===== src/rtl/letc_core_pkg.sv =====
// Shared LETC core types for the fetch2 stage: interstage buses, exception causes
// and the fetch2 state encoding.
package letc_core_pkg;

    typedef logic [31:0] word_t;
    typedef logic [31:0] instr_t;

    localparam word_t PC_INCR = 32'd4;

    typedef enum logic [3:0] {
        EXCPT_INSTR_MISALIGNED   = 4'd0,
        EXCPT_INSTR_ACCESS_FAULT = 4'd1
    } excpt_cause_t;

    typedef struct packed {
        word_t pc;
    } f1_to_f2_s;

    typedef struct packed {
        word_t        pc;
        word_t        pc_plus_4;
        instr_t       instr;
        logic         excpt_valid;
        excpt_cause_t excpt_cause;
    } f2_to_d_s;

    typedef enum logic [1:0] {
        F2_IDLE,
        F2_WAIT,
        F2_HELD,
        F2_DRAIN
    } f2_state_e;

    function automatic f2_to_d_s make_entry(word_t pc, instr_t instr, logic excpt_valid,
                                            excpt_cause_t excpt_cause);
        f2_to_d_s e;
        e.pc          = pc;
        e.pc_plus_4   = pc + PC_INCR;
        e.instr       = instr;
        e.excpt_valid = excpt_valid;
        e.excpt_cause = excpt_cause;
        return e;
    endfunction

endpackage


===== src/rtl/letc_core_stage_fetch2.sv =====
// LETC fetch2: tracks the single outstanding I-cache fetch, flags misaligned and
// faulting fetches, and registers the result onto the f2_to_d bus for decode.
module letc_core_stage_fetch2
    import letc_core_pkg::*;
(
    input  logic      clk,
    input  logic      rst_n,
    output logic      stage_ready,
    input  logic      stage_flush,
    input  logic      stage_stall,
    input  logic      f1_to_f2_valid,
    input  f1_to_f2_s f1_to_f2,
    input  logic      ic_rsp_valid,
    input  instr_t    ic_rsp_instr,
    input  logic      ic_rsp_fault,
    output logic      f2_to_d_valid,
    output f2_to_d_s  f2_to_d
);

    f2_state_e state_q, state_d;
    word_t     pc_q, pc_d;
    f2_to_d_s  hold_q, hold_d;
    logic      hold_valid_q, hold_valid_d;
    f2_to_d_s  out_q;
    logic      out_valid_q;

    logic      accept;
    logic      f1_misaligned;
    logic      load_out;
    f2_to_d_s  out_entry;
    f2_to_d_s  rsp_entry;
    f2_to_d_s  mis_entry;

    assign stage_ready   = (state_q == F2_IDLE)
                         || ((state_q == F2_WAIT) && ic_rsp_valid && !stage_stall);
    assign accept        = f1_to_f2_valid && stage_ready && !stage_flush;
    assign f1_misaligned = (f1_to_f2.pc[1:0] != 2'b00);

    assign rsp_entry = make_entry(pc_q, ic_rsp_instr, ic_rsp_fault,
                                  ic_rsp_fault ? EXCPT_INSTR_ACCESS_FAULT
                                               : EXCPT_INSTR_MISALIGNED);
    assign mis_entry = make_entry(f1_to_f2.pc, 32'h0, 1'b1, EXCPT_INSTR_MISALIGNED);

    always_ff @(posedge clk or negedge rst_n) begin
        if (!rst_n) begin
            state_q      <= F2_IDLE;
            pc_q         <= '0;
            hold_q       <= '0;
            hold_valid_q <= 1'b0;
            out_q        <= '0;
            out_valid_q  <= 1'b0;
        end else begin
            state_q      <= state_d;
            pc_q         <= pc_d;
            hold_q       <= hold_d;
            hold_valid_q <= hold_valid_d;
            if (stage_flush) begin
                out_valid_q <= 1'b0;
            end else if (!stage_stall) begin
                out_valid_q <= load_out;
                if (load_out) begin
                    out_q <= out_entry;
                end
            end
        end
    end

    // A misaligned PC accepted behind a completing hit parks in the hold buffer so
    // the two entries reach decode in program order.
    always_comb begin
        state_d      = state_q;
        pc_d         = pc_q;
        hold_d       = hold_q;
        hold_valid_d = hold_valid_q;
        if (stage_flush) begin
            hold_valid_d = 1'b0;
            state_d = (((state_q == F2_WAIT) && !ic_rsp_valid) || (state_q == F2_DRAIN))
                    ? F2_DRAIN : F2_IDLE;
        end else begin
            case (state_q)
                F2_IDLE: begin
                    if (accept) begin
                        if (!f1_misaligned) begin
                            pc_d    = f1_to_f2.pc;
                            state_d = F2_WAIT;
                        end else if (stage_stall) begin
                            hold_d       = mis_entry;
                            hold_valid_d = 1'b1;
                            state_d      = F2_HELD;
                        end
                    end
                end
                F2_WAIT: begin
                    if (ic_rsp_valid) begin
                        if (stage_stall) begin
                            hold_d       = rsp_entry;
                            hold_valid_d = 1'b1;
                            state_d      = F2_HELD;
                        end else if (accept && f1_misaligned) begin
                            hold_d       = mis_entry;
                            hold_valid_d = 1'b1;
                            state_d      = F2_HELD;
                        end else if (accept) begin
                            pc_d = f1_to_f2.pc;
                        end else begin
                            state_d = F2_IDLE;
                        end
                    end
                end
                F2_HELD: begin
                    if (!stage_stall) begin
                        hold_valid_d = 1'b0;
                        state_d      = F2_IDLE;
                    end
                end
                F2_DRAIN: begin
                    if (ic_rsp_valid) begin
                        state_d = F2_IDLE;
                    end
                end
                default: state_d = F2_IDLE;
            endcase
        end
    end

    always_comb begin
        load_out  = 1'b0;
        out_entry = '0;
        if (!stage_flush && !stage_stall) begin
            case (state_q)
                F2_IDLE: begin
                    if (accept && f1_misaligned) begin
                        load_out  = 1'b1;
                        out_entry = mis_entry;
                    end
                end
                F2_WAIT: begin
                    if (ic_rsp_valid) begin
                        load_out  = 1'b1;
                        out_entry = rsp_entry;
                    end
                end
                F2_HELD: begin
                    load_out  = hold_valid_q;
                    out_entry = hold_q;
                end
                default: begin
                    load_out  = 1'b0;
                    out_entry = '0;
                end
            endcase
        end
    end

    assign f2_to_d_valid = out_valid_q;
    assign f2_to_d       = out_q;

    // The I-cache only answers requests fetch1 actually issued.
    ic_rsp_expected: assert property (@(posedge clk) disable iff (!rst_n)
        ic_rsp_valid |-> ((state_q == F2_WAIT) || (state_q == F2_DRAIN)));

endmodule

===== config.mk =====
export PLATFORM = sky130hd
export DESIGN_NAME = letc_core_stage_fetch2
export DESIGN_NICKNAME = d
export VERILOG_FILES = /design/src/rtl/letc_core_pkg.sv /design/src/rtl/letc_core_stage_fetch2.sv
export SDC_FILE = /design/constraint.sdc
export NUM_CORES = 1
export LEC_CHECK = 0
export ABC_AREA = 1
export CAP_MARGIN = 20
export CORE_MARGIN = 3
export CORE_UTILIZATION = 56
export DETAILED_ROUTE_END_ITERATION = 6
export PLACE_DENSITY = 0.81
export SLEW_MARGIN = 20
export SYNTH_ARGS = -nofsm -noshare
export SYNTH_HDL_FRONTEND = slang
export SYNTH_SLANG_ARGS = --single-unit

===== constraint.sdc =====
create_clock -name clk -period 2.43 [get_ports clk]
set_input_delay 0.243 -clock clk [delete_from_list [all_inputs] [get_ports clk]]
set_output_delay 0.243 -clock clk [all_outputs]
set_load 0.005 [all_outputs]

# After elaboration in Yosys (flattened, before gate mapping)
# Cells that the tools add are included.
word_totals:
  input_bits: 71
  mem_bits_rw: 0
  output_inout_bits: 103
  latch_bits: 0
  word_cells: 107
  ff_bits: 238
  memories: 0
  rom_bits: 0
classes:
  multipliers: 0
  addsub: 2
  order_cmp: 0
  muxes: 46
  n_reduce_logical: 21
  eq_ne: 22
  shifts: 0
  div: 0
  bitwise: 2
ops:
  columns: ["cell", "n"]
  rows:
  - ["101-bit 2-to-1 mux", 9]
  - ["101-bit one-hot mux with 3 select lines", 1]
  - ["101-bit one-hot mux with 2 select lines", 1]
  - ["32-bit 2-to-1 mux", 6]
  - ["32-bit by 3-bit adder with 32-bit output, second input constant", 2]
  - ["32-bit one-hot mux with 2 select lines", 1]
  - ["2-bit 2-to-1 mux", 11]
  - ["2-bit != test, second input constant", 9]
  - ["3-bit != test, second input constant", 6]
  - ["1-bit 2-to-1 mux", 14]
  - ["7-bit AND reduction", 2]
  - ["2-bit one-hot mux with 4 select lines", 1]
  - ["8-bit AND reduction", 1]
  - ["1-bit logical AND", 7]
  - ["1-bit one-hot mux with 3 select lines", 2]
  - ["6-bit AND reduction", 1]
  - ["5-bit by 4-bit != test with 1-bit output, second input constant", 1]
  - ["2-bit equality test, second input constant", 2]
  - ["4-bit by 3-bit != test with 1-bit output, second input constant", 1]
  - ["4-bit != test, second input constant", 1]
  - ["2-bit nonzero test", 2]
  - ["4-bit nonzero test", 1]
  - ["1-bit logical NOT", 3]
  - ["3-bit by 2-bit != test with 1-bit output, second input constant", 1]
  - ["other kinds (5)", 7]

# Longest topological paths before layout
# Gate-level depths: netlist of run 1.
depth:
  word_depth: 12
  mapped_depth: 12

# Worst setup path before layout of run 1
# No wires, ideal clock.
synth_timing:
  kind: "reg-to-reg"
  start: "reg state_q[1]"
  end: "reg out_q (netlist bit f2_to_d[10])"
  synth_period_minus_slack_ns: 1.913
  setup_time_ns: 0.130
  t_required_ns: 2.300
  path_stages_with_launch: 12
  path_buffers: 2
  setup_slack_ns: 0.517
  arrival_ns: 1.783
  path_cell_list: "dfrtp_1 inv_1 ha_1 nand2_2 o21ai_4 nand3_1 nand2_1 nand2_2 inv_2 buf_2 buf_2 a31oi_1"
synth_between:
  elab_chain_cells: 11
synth_lines:
  columns: ["item", "line_no", "source"]
  rows:
  - ["start, declared", "letc_core_stage_fetch2.sv:20", "f2_state_e state_q, state_d;"]
  - ["start signal, assigned", "letc_core_stage_fetch2.sv:53", "state_q <= state_d;"]
  - ["2-bit by 1-bit equality test with 1-bit output", "letc_core_stage_fetch2.sv:35", "|| ((state_q == F2_WAIT) && ic_rsp_valid && !stage_stall);"]
  - ["1-bit logical AND (2 in a row)", "letc_core_stage_fetch2.sv:35", null]
  - ["1-bit logical OR (*)", "letc_core_stage_fetch2.sv:35", null]
  - ["via stage_ready", "letc_core_stage_fetch2.sv:8", "output logic stage_ready,"]
  - ["1-bit logical AND (*) (2 in a row)", "letc_core_stage_fetch2.sv:36", "assign accept = f1_to_f2_valid && stage_ready && !stage_flush;"]
  - ["1-bit logical AND (*)", "letc_core_stage_fetch2.sv:132", "if (accept && f1_misaligned) begin"]
  - ["1-bit 2-to-1 mux (*)", "letc_core_stage_fetch2.sv:132", null]
  - ["1-bit one-hot mux with 3 select lines (*)", "letc_core_stage_fetch2.sv:130", "case (state_q)"]
  - ["1-bit 2-to-1 mux (*)", "letc_core_stage_fetch2.sv:129", "if (!stage_flush && !stage_stall) begin"]
  - ["3-bit AND reduction (no line) (*)", null, null]
  - ["end signal, assigned", "letc_core_stage_fetch2.sv:62", "out_q <= out_entry;"]
  - ["end, declared", "letc_core_stage_fetch2.sv:24", "f2_to_d_s out_q;"]
# The timed path passes the listed nets; every way through them passes the cells marked *.
# A chain may end at the register's enable or synchronous reset.

# Worst setup path in the final report of run 1
layout_timing:
  start: "reg state_q[1]"
  end: "out stage_ready"
layout_between:
  elab_chain_cells: 4
layout_lines:
  columns: ["item", "line_no"]
  rows:
  - ["2-bit by 1-bit equality test with 1-bit output", "letc_core_stage_fetch2.sv:35"]
  - ["1-bit logical AND (2 in a row)", "letc_core_stage_fetch2.sv:35"]
  - ["1-bit logical OR (*)", "letc_core_stage_fetch2.sv:35"]
  - ["end, declared", "letc_core_stage_fetch2.sv:8"]
# Every way passes the cells marked *; elsewhere a longest branch is shown, timed or not.

==> impl_metrics.toml, run 1 <==
[flow_run]
max_cap_violations = 0

[synth]
synth_edf_count = 0
synth-seq-cells = 228
synth_compound_area_share_pct = 13.0
yosys.area_share.simple_pct = 32.3
synth-xor-area-share_pct = 1.04
muxShareOfSynthArea_pct = 0
yosysWarnings = 0
syn_area_per_cell_um2 = 6.97
synthFlopType = "dfrtp_1"
synth_top_family_by_area = "simple AND/OR/NAND/NOR gates"
ys_types = 34
synth.cell_area_mm2 = 0.0126
synth_seq_area_share_pct = 45.1
synthCells = 1814
synth_fa_ha_area_share_pct = 0.594
synthArstFlopShare_pct = 100

[place]
pre_cts_slack_ns = 0.105
io_buffers = 170
place_hpwl_um = 29300
gp_congestion = 0.984

[route]
dr_total_vias = 12800
vias_per_cell = 5.63
drt_iter0_drc = 1121
routed_wl_um = 40800
drc = 0
wl_per_cell_um = 17.9
ant_nets = 0
dr.pass1.iters = 5

[clocking]
cts_setup_buffers = 0
cts_tree = "done"
htreeDepth = 1
clockBufferDepth = 3
cts-root-buf = "clkbuf_16"
cts_num_sinks = 228
clk_pin_slew_ns = 0.06
cts_buffers = 26
clk_latency_ns = 0.53

[pwr]
leakage_nw = 7.21
total_power_mw = 18.0
ir_drop_mv = 0.721
powerDensity_mw_per_mm2 = 1140

[grt]
grt_max_degree = 68
grt_pass1_vias = 12400
grt-ovfl-total = 0
grt_pass1_wl_um = 65300
antenna_found_initial = 1
grt_usage_pct = 33.6

[run_status]
status = "finished, final reports clean"

[setup_path]
r2r-end = "hold_q[67]$_DFFE_PN0P_"
critPathBufInv = 2
path_class = "reg -> out"
crit_family = "buffers and inverters"
rr_worst_depth = 11
critical_path_arrival_ns = 2.09
crit_fanout = 6
r2r_setup_slack_ns = 0.12
worstSetupEndpointType = "primary output"
start_kind = "flip-flop"
path_cells = "inv_1 -> ha_4 -> nand2_2 -> o21ai_4 -> clkdlybuf4s50_1"
crit_path_top_delay_cell = "clkdlybuf4s50_1"
max_stage_delay_ns = 0.54
timing.rr.start = "state_q[0]$_DFFE_PN0P_"
cp.required_ns = 2.19

[die]
die_y_um = 156
num_rows = 54
dieArea_mm2 = 0.0244
num_io_pins = 174
core_mm2 = 0.0220
start_util_pct = 57.4
die_x_um = 156

[cells_and_area]
fin_nets = 2056
final_layout_size_suffix_gt1_share_pct = 6.37
n_antenna_cell = 0
syn_to_final_growth_pct = 24.6
utilization_pct = 71.5
fill_cells = 1826

[sta]
tightest_slew_ns = 0.727
rsz0062_at_grt = "true"
worst_clock_skew_ns = 0.00775
hold_viol = 0
period_needed_ns = 2.33
maxSlewHeadroom_pct = 51.5
finalSetupViolations = 0
final.setup.worst_slack_ns = 0.0991
period_share_pct = 95.9
fmax_mhz = 429
slew_violations = 0

[worst_hold_path]
hp-class = "in -> async"
[area by class of cell]
cell class / instances / area, µm² / share of cell area, %
clock buffer: 39 / 761 / 4.83
clock inverter: 5 / 80.1 / 0.508
inverter: 144 / 543 / 3.45
multi-input combinational: 1350 / 5980 / 37.9
sequential: 228 / 5710 / 36.2
tap: 280 / 350 / 2.22
timing repair buffer: 229 / 2340 / 14.8
[cell families (layout without fill, tap and decap cells)]
group / Yosys count / in the layout
buf+inv: 238 / 417
other cells: 1 / 3
xor+xnor: 15 / 15
flops: 228 / 228
compound gates: 291 / 291
fa+ha+maj: 6 / 6
simple gates: 1035 / 1035
[metrics by stage]
stage | TNS, ns | cells | hold WS (ns) | cell area, µm²
after global placement | 0 | 2230 | 0.224 | 14900
after global routing | -0.0384 | 2275 | 0.297 | 15800
after CTS | 0 | 2275 | 0.261 | 15700
final | 0 | 2275 | 0.245 | 15800
after detailed placement | 0 | 2230 | 0.221 | 14900
after floorplan | 0 | 1816 | -0.0526 | 12600
[worst max path at each step]
stage	end	startpoint	slack (ns)	cells past startpoint
2_1_floorplan	f2_to_d[10]$_DFFE_PN0P_	state_q[1]$_DFFE_PN0P_	0.52	11
3_3_place_gp	f2_to_d[67]$_DFFE_PN0P_	f1_to_f2[3]	0.17	13
3_5_place_dp	hold_q[68]$_DFFE_PN0P_	state_q[1]$_DFFE_PN0P_	0.10	11
4_1_cts	stage_ready	state_q[1]$_DFFE_PN0P_	0.02	5
5_1_grt	hold_q[67]$_DFFE_PN0P_	state_q[0]$_DFFE_PN0P_	-0.02	10
6_report	stage_ready	state_q[1]$_DFFE_PN0P_	0.1	5
[routing by layer]
metal	global-route usage, %	vias to the layer above	wire, µm
met3	3.90	113	2560
met4	12.8	0	1700
met1	44.1	6039	16500
met2	57.5	550	20000
li1	-	6098	-
met5	0	-	0
[synthesized netlist by cell type (5+ instances only)]
| library cell | count | area share, % |
|---|---|---|
| buf_4 | 10 | 0.59 |
| or2_2 | 16 | 0.79 |
| a211oi_1 | 32 | 1.9 |
| inv_1 | 139 | 4.1 |
| o21ai_1 | 28 | 1.1 |
| xor2_1 | 15 | 1.0 |
| buf_2 | 28 | 1.1 |
| a21oi_1 | 17 | 0.67 |
| clkbuf_1 | 50 | 1.5 |
| nand3_1 | 88 | 3.5 |
| a31oi_1 | 33 | 1.6 |
| nor2_1 | 271 | 8.0 |
| nand4_1 | 10 | 0.49 |
| o21ai_0 | 150 | 5.9 |
| o22ai_1 | 23 | 1.1 |
| ha_1 | 6 | 0.59 |
| nand2_1 | 641 | 19 |
| dfrtp_1 | 228 | 45 |
| inv_2 | 5 | 0.15 |
[cells in the final DEF (no fill, tap or decap), types with 28 or more instances in the layout]
cell and count:
nor2_1 271, nand3_1 88, a211oi_1 32, inv_1 138
nand2_1 640, buf_4 43, dfrtp_1 228, o21ai_1 28
o21ai_0 150, a31oi_1 33, clkdlybuf4s50_1 169
[power by group]
| part | switching, mW | internal, mW |
|---|---|---|
| registers | 1.09 | 5.48 |
| logic | 4.07 | 3.39 |
| clock network | 1.56 | 2.35 |
| total | 6.72 | 11.2 |
[worst register-to-register path, stage by stage (launching register included)]
cell     delay, ns
dfrtp_1       0.42
inv_1         0.11
ha_1          0.22
inv_1         0.17
o21ai_4       0.11
nand3_2       0.10
nand2_1       0.10
nand3_4       0.10
buf_4         0.29
buf_4         0.38
nand2_1       0.11
o21ai_1       0.10
[sequential cells by signal (all words and copies together), names as in the netlist]
name / cells
f2_to_d: 96
f2_to_d_valid: 1
hold_q: 96
hold_valid_q: 1
pc_q: 32
state_q: 2
[timing repair]
action                                 CTS  global route
pin swaps                                0             0
hold buffers                             1             0
gates resized for setup                  1             2
gates cloned                             0             0
endpoints found under the hold margin   58             0
setup endpoints to repair                1            17
(Power assumes the default switching activity.)
==> inputs of run 2 (changes only) <==
Settings changed: ABC_CLOCK_PERIOD_IN_PS set to 2430.
==> results of run 2 <==
Same layout as run 1: the final DEF is identical, and so are final timing and power.
==> inputs of run 3 (changes only) <==
Settings changed: CORE_UTILIZATION 56 to 40, PLACE_DENSITY 0.81 to unset.
==> run 3 against run 2 <==
Net effect: global-route usage shrank 8.4 points; critical path depth increased by 6; sequential share of layout area is 0.58 points lower; largest cell class unchanged; combinational power barely moved; routed wire length grew 4.2%; worst hold slack got worse by 0.020 ns; via count fell by 3.4%; maximum frequency grew 5.7%; flip-flop and latch count did not move.
==> impl_metrics.toml, run 3 (synthesis results as in run 1) <==
[pwr]
powerDensity_mw_per_mm2 = 1140
power_switching_mw = 6.75
switching_share_pct = 37.1
leakage_nw = 7.31
ir_drop_mv = 0.624
intPower_mw = 11.4
seq_power_share_pct = 36.2
comb_power_share_pct = 40.9
clockPowerShare_pct = 22.9

[cells_and_area]
n_antenna_cell = 0
final_layout_size_suffix_gt1_share_pct = 6.94
fill_cells = 3067
syn_to_final_growth_pct = 26.7
final_cell_mix = "nand2_1, nor2_1, dfrtp_1"
final_common_cell = "nand2_1"
utilization_pct = 51.9
fin_nets = 2064
design_area_mm2 = 0.0160

[sta]
slew_violations = 0
fmax_mhz = 453
hold_viol = 0
maxSlewHeadroom_pct = 65.7
tightest_slew_ns = 0.515
rsz0062_at_grt = "true"
worst_clock_skew_ns = 0.0155
period_needed_ns = 2.21
finalSetupViolations = 0
period_share_pct = 90.7
final.setup.worst_slack_ns = 0.225

[clocking]
clk_latency_ns = 0.55
cts_num_sinks = 228
cts-root-buf = "clkbuf_16"
htreeDepth = 1
cts_setup_buffers = 0
cts_buffers = 27
clockBufferDepth = 3
cts_tree = "done"
clk_pin_slew_ns = 0.06

[place]
gp_congestion = 0.934
place_area_mm2 = 0.0151
place_hpwl_um = 30600
pre_cts_slack_ns = 0.0463
io_buffers = 170

[route]
dr.pass1.iters = 6
vias_per_cell = 5.15
drt_iter0_drc = 1085
wl_met1_um = 18400
ant_nets = 0
top_layer = "met4"
wl_met3_um = 2130
drc = 0
dr_total_vias = 12400
wl_per_cell_um = 17.7
wl_met2_um = 20200
routed_wl_um = 42500

[setup_path]
worstSetupEndpointType = "flip-flop"
r2r_setup_slack_ns = 0.22
start_kind = "flip-flop"
cp.required_ns = 2.89
crit_fanout = 60
path_class = "reg -> reg"
critical_path_arrival_ns = 2.67

[die]
start_util_pct = 41.0
dieArea_mm2 = 0.0338
die_y_um = 184
die_x_um = 184
num_io_pins = 174
core_mm2 = 0.0308
num_rows = 64

[grt]
grt-ovfl-total = 0
grt_max_degree = 70
grt_pass1_wl_um = 67600
grt_usage_pct = 25.2
antenna_found_initial = 0
grt_pass1_vias = 12100

[worst_hold_path]
hp-class = "in -> async"

[flow_run]
max_cap_violations = 0

[run_status]
status = "finished, final reports clean"
-- run 3: changes by cell type in the layout (fill, tap and decap cells not counted), sizes merged --
cell,before,now
clkinv,2,8
clkinvlp,2,0
buf,59,66
clkdlybuf4s50,169,168
inv,143,144
dlymetal6s2s,0,1
clkbuf,39,33
bufinv,2,4
-- run 3: layout make-up --
| cell class | count | area, µm² | area share (%) |
|---|---|---|---|
| multi-input cells | 1350 | 5970 | 37.3 |
| flip-flops and latches | 228 | 5710 | 35.6 |
| repair buffers | 236 | 2400 | 15.0 |
| clock buffers | 33 | 728 | 4.55 |
| inverters | 144 | 543 | 3.39 |
| well taps | 396 | 495 | 3.09 |
| clock inverters | 12 | 175 | 1.09 |
-- run 3: critical path, stage by stage (launching register included) --
cell and delay (ns):
dfrtp_1 0.40, inv_1 0.12, ha_1 0.19, inv_1 0.11, a21oi_2 0.15, nand3_1 0.14
nand2_1 0.11, nand2_2 0.13, inv_4 0.24, buf_12 0.29, nor2_1 0.07, a31oi_1 0.14
-- run 3: power by group through the flow --
stage	combinational (mW)	sequential, mW	clock (mW)
finish	7.43	6.58	4.17
global route	8.35	6.80	4.43
CTS	7.52	6.59	4.28
detailed placement	7.48	6.65	0
global placement	7.39	6.61	0
floorplan	3.94	6.43	0
-- run 3: metal layers --
layer / GRT usage, % / vias to the layer above
met5: 0 / -
met4: 9.65 / 0
met3: 2.91 / 73
met2: 43.0 / 370
met1: 33.1 / 5821
li1: - / 6099
-- run 3: final timing paths --
check	start	end	depth (start not counted)
setup / recovery	state_q[0]$_DFFE_PN0P_	f2_to_d[33]$_DFFE_PN0P_	11
min in group clk	ic_rsp_instr[20]	hold_q[25]$_DFFE_PN0P_	3
max in group asynchronous	rst_n	f2_to_d[32]$_DFFE_PN0P_	3
hold reg to reg	hold_q[76]$_DFFE_PN0P_	hold_q[76]$_DFFE_PN0P_	2
hold / removal	rst_n	f2_to_d[25]$_DFFE_PN0P_	2
setup reg to reg	state_q[0]$_DFFE_PN0P_	f2_to_d[33]$_DFFE_PN0P_	11
-- run 3: repair_timing --
item,4_1_cts,5_1_grt
endpoints found under the setup margin,1,22
hold buffers,1,0
endpoints found under the hold margin,55,0
pin swaps,0,0
gates resized for setup,1,3
-- run 3: through the flow --
step | hold WS [ns] | TNS, ns | total power [mW] | instances
floorplan | -0.0526 | 0 | 10.4 | 1816
global placement | 0.232 | 0 | 14.0 | 2353
detailed placement | 0.221 | 0 | 14.1 | 2353
CTS | 0.236 | 0 | 18.4 | 2399
global route | 0.254 | -0.00505 | 19.6 | 2399
finish | 0.224 | 0 | 18.2 | 2399
